`config.mk`:
```
export PLATFORM = sky130hd
export DESIGN_NAME = seq_event_reporter
export DESIGN_NICKNAME = d
export VERILOG_FILES = /design/src/rtl/seq_event_reporter.sv
export SDC_FILE = /design/constraint.sdc
export NUM_CORES = 1
export LEC_CHECK = 0
export ABC_AREA = 1
export CAP_MARGIN = 30
export CORE_MARGIN = 4
export CORE_UTILIZATION = 34
export CTS_CLUSTER_SIZE = 16
export DETAILED_ROUTE_END_ITERATION = 12
export SKIP_CTS_REPAIR_TIMING = 1
export SYNTH_ARGS = -nofsm -noshare
export SYNTH_HDL_FRONTEND = slang
export SYNTH_SLANG_ARGS = --single-unit
```
`constraint.sdc`:
```
create_clock -name clk -period 2.2 [get_ports clk]
set_input_delay 0.44 -clock clk [delete_from_list [all_inputs] [get_ports clk]]
set_output_delay 0.44 -clock clk [all_outputs]
set_load 0.1 [all_outputs]
```
`src/rtl/seq_event_reporter.sv`:
```
`default_nettype none
// ============================================================================
// Module   : seq_event_reporter
// Brief    : Turns each sampled detector match (z) into a record, which is
//            an absolute timestamp, or the gap since the previous match when
//            SEQ_EVT_GAP_EN is defined. Records are buffered in a small FIFO
//            and drained over valid/ready. The block also keeps a saturating
//            match count and a sticky overflow flag.
// Options  : `define SEQ_EVT_GAP_EN selects gap mode. The default build uses
//            absolute timestamps.
// Revision : 1.0 - initial release
// ============================================================================
module seq_event_reporter #(
  parameter int TS_W  = 16,
  parameter int CNT_W = 16,
  parameter int DEPTH = 4
) (
  input  logic                     clk,
  input  logic                     rst_n,
  input  logic                     z,
  input  logic                     clr,
  output logic                     evt_valid,
  input  logic                     evt_ready,
  output logic [TS_W-1:0]          evt_data,
  output logic [$clog2(DEPTH):0]   evt_level,
  output logic [CNT_W-1:0]         evt_count,
  output logic                     ovf
);

  localparam int               AW         = $clog2(DEPTH);
  localparam logic [AW:0]      FULL_LEVEL = (AW+1)'(DEPTH);
  localparam logic [CNT_W-1:0] CNT_MAX    = '1;

  // Free-running timestamp
  logic [TS_W-1:0]  ts_q, ts_d;

  // FIFO pointers are one bit wider than the index so that full and empty
  // can be told apart.
  logic [AW:0]      wptr_q, wptr_d;
  logic [AW:0]      rptr_q, rptr_d;
  logic [TS_W-1:0]  mem_q [DEPTH];
  logic [TS_W-1:0]  mem_d [DEPTH];

  // Status
  logic [CNT_W-1:0] cnt_q, cnt_d;
  logic             ovf_q, ovf_d;

  // Handshake and datapath helpers
  logic [AW:0]      level;
  logic             full;
  logic             pop;
  logic             push;
  logic             drop;
  logic [TS_W-1:0]  rec_val;

  // Occupancy, full and valid all come from the registered pointers, so
  // they change only at the edge that moves a pointer.
  always_comb begin
    level     = wptr_q - rptr_q;
    full      = (level == FULL_LEVEL);
    evt_valid = (level != '0);
    evt_data  = mem_q[rptr_q[AW-1:0]];
  end

  // Clear wins over both the event and the consumer at the same edge.
  // A full FIFO still accepts a push when the head leaves at the same edge.
  always_comb begin
    pop  = evt_valid & evt_ready & ~clr;
    push = z & ~clr & (~full | pop);
    drop = z & ~clr & full & ~pop;
  end

`ifdef SEQ_EVT_GAP_EN
  localparam logic [TS_W-1:0] GAP_MAX = '1;

  logic [TS_W-1:0] gap_q, gap_d;

  // Gap counter: saturates, and reloads to 1 on every event, including a
  // dropped one, so that the next record measures from this event.
  always_comb begin
    gap_d = (gap_q == GAP_MAX) ? gap_q : gap_q + 1'b1;
    if (z) begin
      gap_d = TS_W'(1);
    end
    if (clr) begin
      gap_d = '0;
    end
    rec_val = gap_q;
  end

  // Gap counter register
  always_ff @(posedge clk or negedge rst_n) begin
    if (!rst_n) begin
      gap_q <= '0;
    end else begin
      gap_q <= gap_d;
    end
  end
`else
  // Absolute mode: the record is the timestamp held before the capturing edge.
  always_comb begin
    rec_val = ts_q;
  end
`endif

  // Next-state logic for the timestamp, FIFO and status.
  always_comb begin
    ts_d   = ts_q + 1'b1;
    wptr_d = wptr_q;
    rptr_d = rptr_q;
    mem_d  = mem_q;
    cnt_d  = cnt_q;
    ovf_d  = ovf_q;

    if (push) begin
      mem_d[wptr_q[AW-1:0]] = rec_val;
      wptr_d                = wptr_q + 1'b1;
    end
    if (pop) begin
      rptr_d = rptr_q + 1'b1;
    end
    // Every event is counted, including one whose record is dropped.
    if (z && (cnt_q != CNT_MAX)) begin
      cnt_d = cnt_q + 1'b1;
    end
    if (drop) begin
      ovf_d = 1'b1;
    end

    // Storage is left alone on clear. With the pointers at zero, its
    // contents are never presented as valid.
    if (clr) begin
      ts_d   = '0;
      wptr_d = '0;
      rptr_d = '0;
      cnt_d  = '0;
      ovf_d  = 1'b0;
    end
  end

  // State registers. Storage is reset as well, so that evt_data reads 0
  // out of reset.
  always_ff @(posedge clk or negedge rst_n) begin
    if (!rst_n) begin
      ts_q   <= '0;
      wptr_q <= '0;
      rptr_q <= '0;
      cnt_q  <= '0;
      ovf_q  <= 1'b0;
      for (int i = 0; i < DEPTH; i++) begin
        mem_q[i] <= '0;
      end
    end else begin
      ts_q   <= ts_d;
      wptr_q <= wptr_d;
      rptr_q <= rptr_d;
      cnt_q  <= cnt_d;
      ovf_q  <= ovf_d;
      for (int i = 0; i < DEPTH; i++) begin
        mem_q[i] <= mem_d[i];
      end
    end
  end

  // Status outputs
  always_comb begin
    evt_level = level;
    evt_count = cnt_q;
    ovf       = ovf_q;
  end

endmodule
`default_nettype wire
```
==> impl_metrics.ini, run 1 <==
[status]
status = finished, violations left
violations = setup timing

[logic_synthesis]
syn_nets = 694
synth_compound_area_share_pct = 7.65
synth-simple-area-share_pct = 33.4
synth_top_family_by_area = simple AND/OR/NAND/NOR gates
syn_area_um2 = 5400
seq_area_frac_synth_pct = 47.8
ys_warn_count = 0
avgSynthCellArea_um2 = 7.94
netlist-cell-type-count = 30
synth_adder_area_share_pct = 2.23
muxShareOfSynthArea_pct = 0
synth_xor_area_share_pct = 2.43
ys_ff_latch = 103
synthCells = 680

[global_routing]
grt_pass1_wl_um = 24100
track_usage_pct = 16.8
gr-total-overflow = 0
grt_pass1_vias = 4695
antenna_found_initial = 0
grt_max_degree = 46

[timing]
finalSetupViolCount = 39
min_period_ns = 2.34
hold_slack_ns = 0.101
tightest_slew_ns = 1.01
slew_violations = 0
hold_viol = 0
rsz0062_at_grt = yes
fin_ws_ns = -0.138
max_slew_margin_pct = 32.4
fmax_mhz = 428
tns_ns = -1.67
finalClockSkew_ns = 0.00803
period_share_pct = 106

[cells_and_area]
syn2layout_area_growth_pct = 32.1
finalNonFillerCells = 938
antenna_cells = 0
finish.utilization_pct = 46.4
nets = 737
final_area_um2 = 7130
layout-drive-gt1-share_pct = 22.1

[worst_setup_path]
path_buf_inv = 2
endpoint_kind = output pin
cp_top_family = adder cells
worstSetupPathDepth = 6
start_kind = flip-flop
critPathRequiredTime_ns = 1.76
cp-startpoint = rptr_q[0]
crit_arrival_ns = 1.90
cp-endpoint = evt_valid
r2r-end = mem_q[17]
crit-reg2reg-launch = rptr_q[0]
ff2ff_path_depth = 10
critPathMaxStageDelay_ns = 0.51
cp_max_fo = 3
cp_slowest_cell = fa_1
reg2reg_slack_ns = -0.06
path_class = flip-flop to output pin
crit_chain = ha_2 -> fa_1 -> nand2_2 -> inv_2 -> nand3_4 -> buf_12

[placement]
place_area_um2 = 6530
dp.cells = 909
place.gp.congestion = 0.897
post-place-ws_ns = 0.0143
dpl.hpwl_um = 10000
portBuffers = 41

[floorplan]
row_count = 45
ioPinCount = 42
design.die.area_um2 = 18000
dieWidth_um = 134
initial_core_util_pct = 35.1
die_y_um = 134
core_um2 = 15400

[clock_tree]
path_clk_slew_ns = 0.07
cts.root.buffer_cell = clkbuf_16
clk_latency_ns = 0.35
h-tree-depth = 3
numCtsBuffers = 9
clockBufferDepth = 2
tritoncts = done
cts_sinks = 103

[drt]
routed_via_density = 5.27
wire_per_inst_um = 16.7
num_vias = 4944
wl_um = 15600
detail-route-antenna-nets = 0
first_iter_violations = 462
drcViolationCount = 0
dr.pass1.iters = 5

[power_and_ir_drop]
power_density_nw_per_um2 = 1440
total_power_mw = 10.3
pwr-share-clk_pct = 15.5
p_sw_share_pct = 48.9
p_seq_share_pct = 20.8
intPower_mw = 5.24
power_switching_mw = 5.02
combinationalPowerShare_pct = 63.7
power_leakage_nw = 3.33
peakVddDrop_uv = 1470

[worst_hold_path]
min_path_type = input pin to async pin

[flow_run]
cap_viol_max_count = 0
-- logic make-up after synthesis --
group	count (synthesis)
and+or+nand+nor	397
DFF	103
buffers and inverters	82
AOI/OAI and AO/OA	74
xor gates and xnor gates	15
adders and majority gates	9
-- layout by cell type, fill, tap and decap left out, types with 3 or more instances in the layout --
cell / synthesis / final
nand3b_1: 4 / 4
clkdlybuf4s50_1: 0 / 3
nand3_1: 34 / 32
nand4_1: 68 / 68
o22ai_4: 0 / 15
nand2_1: 206 / 176
o21ai_1: 1 / 14
nor2_2: 1 / 5
buf_4: 1 / 40
ha_1: 8 / 7
nand2_2: 2 / 31
a21oi_1: 7 / 7
dfrtp_1: 103 / 101
nand3_4: 4 / 9
xor2_1: 14 / 14
clkbuf_16: 0 / 11
buf_6: 3 / 3
clkbuf_1: 27 / 4
inv_1: 33 / 30
buf_12: 0 / 28
nor3_1: 7 / 7
o21ai_0: 47 / 31
nor2_1: 67 / 63
o21ai_2: 0 / 3
-- worst min-delay path by stage --
stage | from | to | slack (ns)
after floorplan | rst_n | evt_count[0] | 0.14
after global placement | mem_q[31] | mem_q[31] | 0.45
after detailed placement | mem_q[38] | mem_q[38] | 0.45
after CTS | rst_n | evt_count[11] | 0.12
after global routing | rst_n | evt_count[11] | 0.15
final | rst_n | mem_q[52] | 0.10
-- registers in the layout (all words and copies together) (netlist names) --
register	flops
rec_val	16
evt_count	16
ovf	1
mem_q	64
rptr_q	3
wptr_q	3
-- worst register-to-register path: stages, from the launching register on --
cell and delay, ns:
dfrtp_1 0.42, ha_2 0.19, fa_1 0.46, nand2_2 0.09, inv_2 0.06, buf_4 0.14
o211ai_4 0.17, clkbuf_16 0.25, nand3_4 0.19, nand2_1 0.13, nand2_1 0.06
-- power by group through the flow --
stage          sequential (mW)  clock [mW]  combinational (mW)
2_1_floorplan             2.21           0                3.94
3_3_place_gp              2.15           0                5.98
3_5_place_dp              2.15           0                6.03
4_1_cts                   2.12        1.63                6.04
5_1_grt                   2.15        1.71                6.81
6_report                  2.13        1.60                6.54
-- routing by layer --
layer	track usage [%]	share of wire, %
met5	0	0
met2	26.6	47
met4	6.11	1.9
met1	22.6	45
met3	3.71	5.9
-- final cells by class --
type | count | area [µm²]
clock buffers | 14 | 254
clock inverters | 1 | 30.0
fillers | 1464 | 8240
inverters | 33 | 129
multi-input cells | 499 | 2880
flip-flops and latches | 103 | 2580
well taps | 211 | 264
repair buffers | 77 | 990
-- synthesized netlist by cell type --
library cell,n,share of area [%]
nor2_2,1,0.12
nand2_2,2,0.23
buf_6,3,0.63
nand2_1,206,14
nor3_1,7,0.65
a21oi_1,7,0.65
o21bai_1,1,0.14
buf_1,5,0.35
o2111ai_1,1,0.16
nand3_4,4,1.3
xnor2_1,1,0.16
dfrtp_1,103,48
nand4_1,68,7.9
nand3_1,34,3.2
buf_4,1,0.14
o22ai_1,16,1.9
o211ai_4,1,0.39
inv_1,33,2.3
nor2_4,1,0.21
nor2_1,67,4.7
or2_2,2,0.23
nand3b_1,4,0.56
clkbuf_1,27,1.9
buf_2,13,1.2
fa_1,1,0.37
o21ai_0,47,4.4
and2_1,1,0.12
ha_1,8,1.9
xor2_1,14,2.3
o21ai_1,1,0.093
Note: power is estimated with default switching activity, not from simulation.
==> run 2: changes to the inputs <==
--- a/config.mk
+++ b/config.mk
@@ -7,10 +7,13 @@
 export LEC_CHECK = 0
 export ABC_AREA = 1
 export CAP_MARGIN = 30
+export CELL_PAD_IN_SITES_DETAIL_PLACEMENT = 1
+export CELL_PAD_IN_SITES_GLOBAL_PLACEMENT = 2
 export CORE_MARGIN = 4
 export CORE_UTILIZATION = 34
 export CTS_CLUSTER_SIZE = 16
 export DETAILED_ROUTE_END_ITERATION = 12
+export PLACE_DENSITY_LB_ADDON = 0.1
 export SKIP_CTS_REPAIR_TIMING = 1
 export SYNTH_ARGS = -nofsm -noshare
 export SYNTH_HDL_FRONTEND = slang
==> run 2 against run 1 <==
Against the previous run: the run still ends with setup timing left; power fell by 2.2%; die area did not move; core utilization fell by 1.2 points; sequential power barely moved; critical endpoint unchanged; largest cell class unchanged.
==> impl_metrics.ini, run 2 (synthesis results as in run 1) <==
[status]
status = finished, violations left
violations = setup timing

[placement]
place.gp.congestion = 0.763
dp.cells = 905
portBuffers = 41
dpl.hpwl_um = 10900

[drt]
num_vias = 4854
routed_via_density = 5.22
drcViolationCount = 0
detail-route-antenna-nets = 0
dr.pass1.iters = 4
first_iter_violations = 310
wl_um = 17400
wire_per_inst_um = 18.7

[global_routing]
gr-total-overflow = 0
track_usage_pct = 19.6
grt_pass1_vias = 5134
grt_pass1_wl_um = 28200
grt_max_degree = 104
antenna_found_initial = 0

[timing]
max_slew_margin_pct = 60.0
finalClockSkew_ns = 0.00524
period_share_pct = 105
fmax_mhz = 432
min_period_ns = 2.32
fin_ws_ns = -0.116
finalSetupViolCount = 18
slew_violations = 0
rsz0062_at_grt = yes
hold_viol = 0
tightest_slew_ns = 0.600

[worst_setup_path]
path_class = flip-flop to output pin
r2r-end = mem_q[60]
start_kind = flip-flop
endpoint_kind = output pin
crit_arrival_ns = 1.88
reg2reg_slack_ns = 0.05
ff2ff_path_depth = 10
cp_max_fo = 3
critPathRequiredTime_ns = 1.76
crit-reg2reg-launch = rptr_q[0]

[cells_and_area]
most-common-layout-cells = nand2_1 (206), dfrtp_1 (101), nand4_1 (68), nor2_1 (67), buf_4 (37)
largest_reg_flops = 64
syn2layout_area_growth_pct = 28.6
antenna_cells = 0
top_register = mem_q
nets = 728
nFillCells = 1820
layout-drive-gt1-share_pct = 16.4
layout_commonest_cell = nand2_1
finalNonFillerCells = 930

[floorplan]
dieWidth_um = 134
initial_core_util_pct = 35.1
die_y_um = 134
design.die.area_um2 = 18000
row_count = 45
core_um2 = 15400
ioPinCount = 42

[clock_tree]
clockBufferDepth = 2
clk_latency_ns = 0.34
path_clk_slew_ns = 0.07
h-tree-depth = 3
tritoncts = done
cts_sinks = 103
numCtsBuffers = 9
cts.root.buffer_cell = clkbuf_16

[power_and_ir_drop]
p_seq_share_pct = 21.1
pwr-share-clk_pct = 16.8
total_power_mw = 10.0
p_sw_share_pct = 49.5
peakVddDrop_uv = 935
power_density_nw_per_um2 = 1450
intPower_mw = 5.07
combinationalPowerShare_pct = 62.1
power_switching_mw = 4.98
power_leakage_nw = 3.31

[worst_hold_path]
min_path_type = input pin to async pin

[flow_run]
cap_viol_max_count = 0
-- run 2: cell count changes in the layout (fill, tap and decap cells not counted), sizes merged --
cell	change
buf	-4
nand3	-4
clkbuf	-2
clkinv	+2
-- run 2: power groups by stage --
stage          Clock [mW]  Combinational [mW]  Sequential (mW)
6_report             1.69                6.24             2.12
5_1_grt              1.84                6.50             2.14
4_1_cts              1.75                5.98             2.12
3_5_place_dp            0                5.97             2.15
3_3_place_gp            0                5.91             2.15
2_1_floorplan           0                3.94             2.21
-- run 2: routing by layer --
metal  GRT usage [%]  part of all wire (%)
met1            26.7                    46
met2            33.7                    50
met3            2.25                   2.5
met4            4.57                   1.5
met5               0                     0
-- run 2: worst max-delay path by stage --
stage / end / depth (start not counted) / slack [ns] / startpoint
2_1_floorplan: evt_data[13] / 4 / -0.02 / rptr_q[0]
3_3_place_gp: mem_q[45] / 7 / 0.01 / clr
3_5_place_dp: mem_q[35] / 7 / -0.04 / clr
4_1_cts: evt_data[1] / 6 / -0.35 / rptr_q[0]
5_1_grt: evt_valid / 6 / -0.19 / rptr_q[0]
6_report: evt_valid / 6 / -0.12 / rptr_q[0]
-- run 2: area by class of cell --
cell class / count / area, µm² / area share [%]
Timing Repair Buffer: 72 / 940 / 13.5
Tap cell: 211 / 264 / 3.81
Sequential cell: 103 / 2580 / 37.2
Clock inverter: 3 / 40.0 / 0.577
Multi-Input combinational cell: 495 / 2720 / 39.2
Clock buffer: 13 / 270 / 3.90
Inverter: 33 / 124 / 1.79
-- run 2: worst max-delay path, cell delays in order (launching register included) --
cell and delay, ns:
dfrtp_1 0.41, ha_2 0.18, fa_1 0.50, nand2_1 0.07, inv_2 0.11, nand3_4 0.09, buf_12 0.18
-- run 2: metrics by stage --
stage / cell area [µm²] / TNS (ns) / setup slack [ns] / util (%) / hold WS (ns)
after CTS: 6780 / -5.31 / -0.346 / 44.1 / 0.194
after detailed placement: 6470 / -0.385 / -0.0418 / 42.1 / 0.454
after global routing: 6940 / -2.91 / -0.190 / 45.1 / 0.218
final: 6940 / -0.968 / -0.116 / 45.1 / 0.147
after floorplan: 5640 / -0.0235 / -0.0235 / - / 0.144
after global placement: 6470 / 0 / 0.0104 / 42.1 / 0.448
==> run 3: changes to the inputs <==
--- a/config.mk
+++ b/config.mk
@@ -13,6 +13,7 @@
 export CORE_UTILIZATION = 34
 export CTS_CLUSTER_SIZE = 16
 export DETAILED_ROUTE_END_ITERATION = 12
+export GPL_TIMING_DRIVEN = 0
 export PLACE_DENSITY_LB_ADDON = 0.1
 export SKIP_CTS_REPAIR_TIMING = 1
 export SYNTH_ARGS = -nofsm -noshare
==> run 3 against run 2 <==
Against the previous run: the flow still finishes with violations (setup timing); fmax down 2.9%; clock power up 5%; wire length up 9.8%; register-to-register slack worse by 0.16 ns; sequential cell count unchanged; combinational power up 18%; power up 13%; non-clock buffer count up 50.
==> impl_metrics.ini, run 3 (synthesis results as in run 1) <==
[status]
status = finished, violations left
violations = setup timing

[cells_and_area]
register_area_um2 = 2580
layout-drive-gt1-share_pct = 26.6
finish.utilization_pct = 50.3
nets = 781
top_register = mem_q
antenna_cells = 0
syn2layout_area_growth_pct = 43.3
nFillCells = 1740
multi_input_comb_area_um2 = 3040
most-common-layout-cells = nand2_1 (182), dfrtp_1 (99), nand4_1 (68), nor2_1 (40), nand3_1 (29)
layout_commonest_cell = nand2_1
largest_reg_flops = 64

[worst_setup_path]
critPathRequiredTime_ns = 1.76
endpoint_kind = output pin
r2r-end = mem_q[58]
crit-reg2reg-launch = wptr_q[0]
start_kind = flip-flop
reg2reg_slack_ns = -0.11
path_class = flip-flop to output pin
ff2ff_path_depth = 12
crit_arrival_ns = 1.95
cp_max_fo = 4

[flow_run]
cap_viol_max_count = 0

[floorplan]
design.die.area_um2 = 18000
dieWidth_um = 134
initial_core_util_pct = 35.1
die_y_um = 134
row_count = 45
core_um2 = 15400
ioPinCount = 42

[placement]
dpl.hpwl_um = 12900
post-place-ws_ns = -1.18
portBuffers = 40
place.gp.congestion = 0.808

[drt]
num_vias = 5129
drcViolationCount = 0
routed_via_density = 5.22
detail-route-antenna-nets = 0
wl_um = 19100
dr.pass1.iters = 4
first_iter_violations = 306
wire_per_inst_um = 19.4

[global_routing]
grt_max_degree = 64
antenna_found_initial = 0
gr-total-overflow = 0
grt_pass1_wl_um = 28200
grt_pass1_vias = 5151
track_usage_pct = 19.9

[timing]
period_share_pct = 108
rsz0062_at_grt = yes
tightest_slew_ns = 0.985
fin_ws_ns = -0.185
tns_ns = -3.76
fmax_mhz = 419
hold_viol = 0
finalClockSkew_ns = 0.00796
min_period_ns = 2.39
max_slew_margin_pct = 34.2
finalSetupViolCount = 58
slew_violations = 0

[worst_hold_path]
min_path_type = input pin to async pin

[clock_tree]
h-tree-depth = 3
cts_sinks = 103
clockBufferDepth = 2
numCtsBuffers = 9
tritoncts = done
clk_latency_ns = 0.35
cts.root.buffer_cell = clkbuf_16
path_clk_slew_ns = 0.07

[power_and_ir_drop]
power_leakage_nw = 3.82
power_density_nw_per_um2 = 1460
peakVddDrop_uv = 1350
[run 3: area by class of cell]
| cell class | count | share of cell area [%] |
|---|---|---|
| multi-input cells | 497 | 39.4 |
| flip-flops and latches | 103 | 33.4 |
| repair buffers | 74 | 13.6 |
| plain buffers | 48 | 4.19 |
| well taps | 211 | 3.41 |
| clock buffers | 13 | 3.24 |
| inverters | 33 | 1.80 |
| clock inverters | 3 | 0.874 |
| repair inverters | 1 | 0.113 |
[run 3: power by group]
part           leakage (nW)  total [mW]  switching [mW]  internal [mW]
sequential             1.42        2.18           0.157           2.03
combinational          2.25        7.36            4.60           2.76
clock                 0.150        1.77           0.737           1.03
total                  3.82        11.3            5.49           5.82
[run 3: critical path, cell delays in order, from the launching register on]
cell,delay (ns)
dfrtp_1,0.40
inv_2,0.09
ha_4,0.16
fa_2,0.54
nand2_2,0.07
inv_4,0.07
nand3_4,0.09
buf_12,0.18
[run 3: worst max-delay path by stage]
stage | depth (start not counted) | slack, ns | endpoint | start
CTS | 5 | -1.57 | evt_data[9] | rptr_q[1]
floorplan | 4 | -0.02 | evt_data[13] | rptr_q[0]
detailed placement | 5 | -1.18 | evt_data[9] | rptr_q[1]
global placement | 1 | -3.96 | evt_count[1] | rst_n
global route | 7 | -0.26 | evt_valid | wptr_q[0]
finish | 7 | -0.19 | evt_valid | wptr_q[0]
[run 3: stage by stage]
step / instance area [µm²] / hold WS (ns) / power [mW] / cells
floorplan: 5640 / 0.144 / 6.14 / 680
global placement: 6310 / 0.448 / 7.27 / 931
detailed placement: 6330 / 0.453 / 7.35 / 932
CTS: 6650 / 0.0987 / 9.13 / 948
global route: 7730 / 0.128 / 11.7 / 983
finish: 7730 / 0.0944 / 11.3 / 983
[run 3: layer usage]
metal | vias up | wire length (µm) | track usage [%] | share of wire [%]
met2 | 81 | 9330 | 32.8 | 49
met4 | 0 | 264 | 5.89 | 1.4
met5 | - | 0 | 0 | 0
met1 | 2576 | 8840 | 27.7 | 46
met3 | 17 | 641 | 2.29 | 3.4
li1 | 2455 | - | - | -
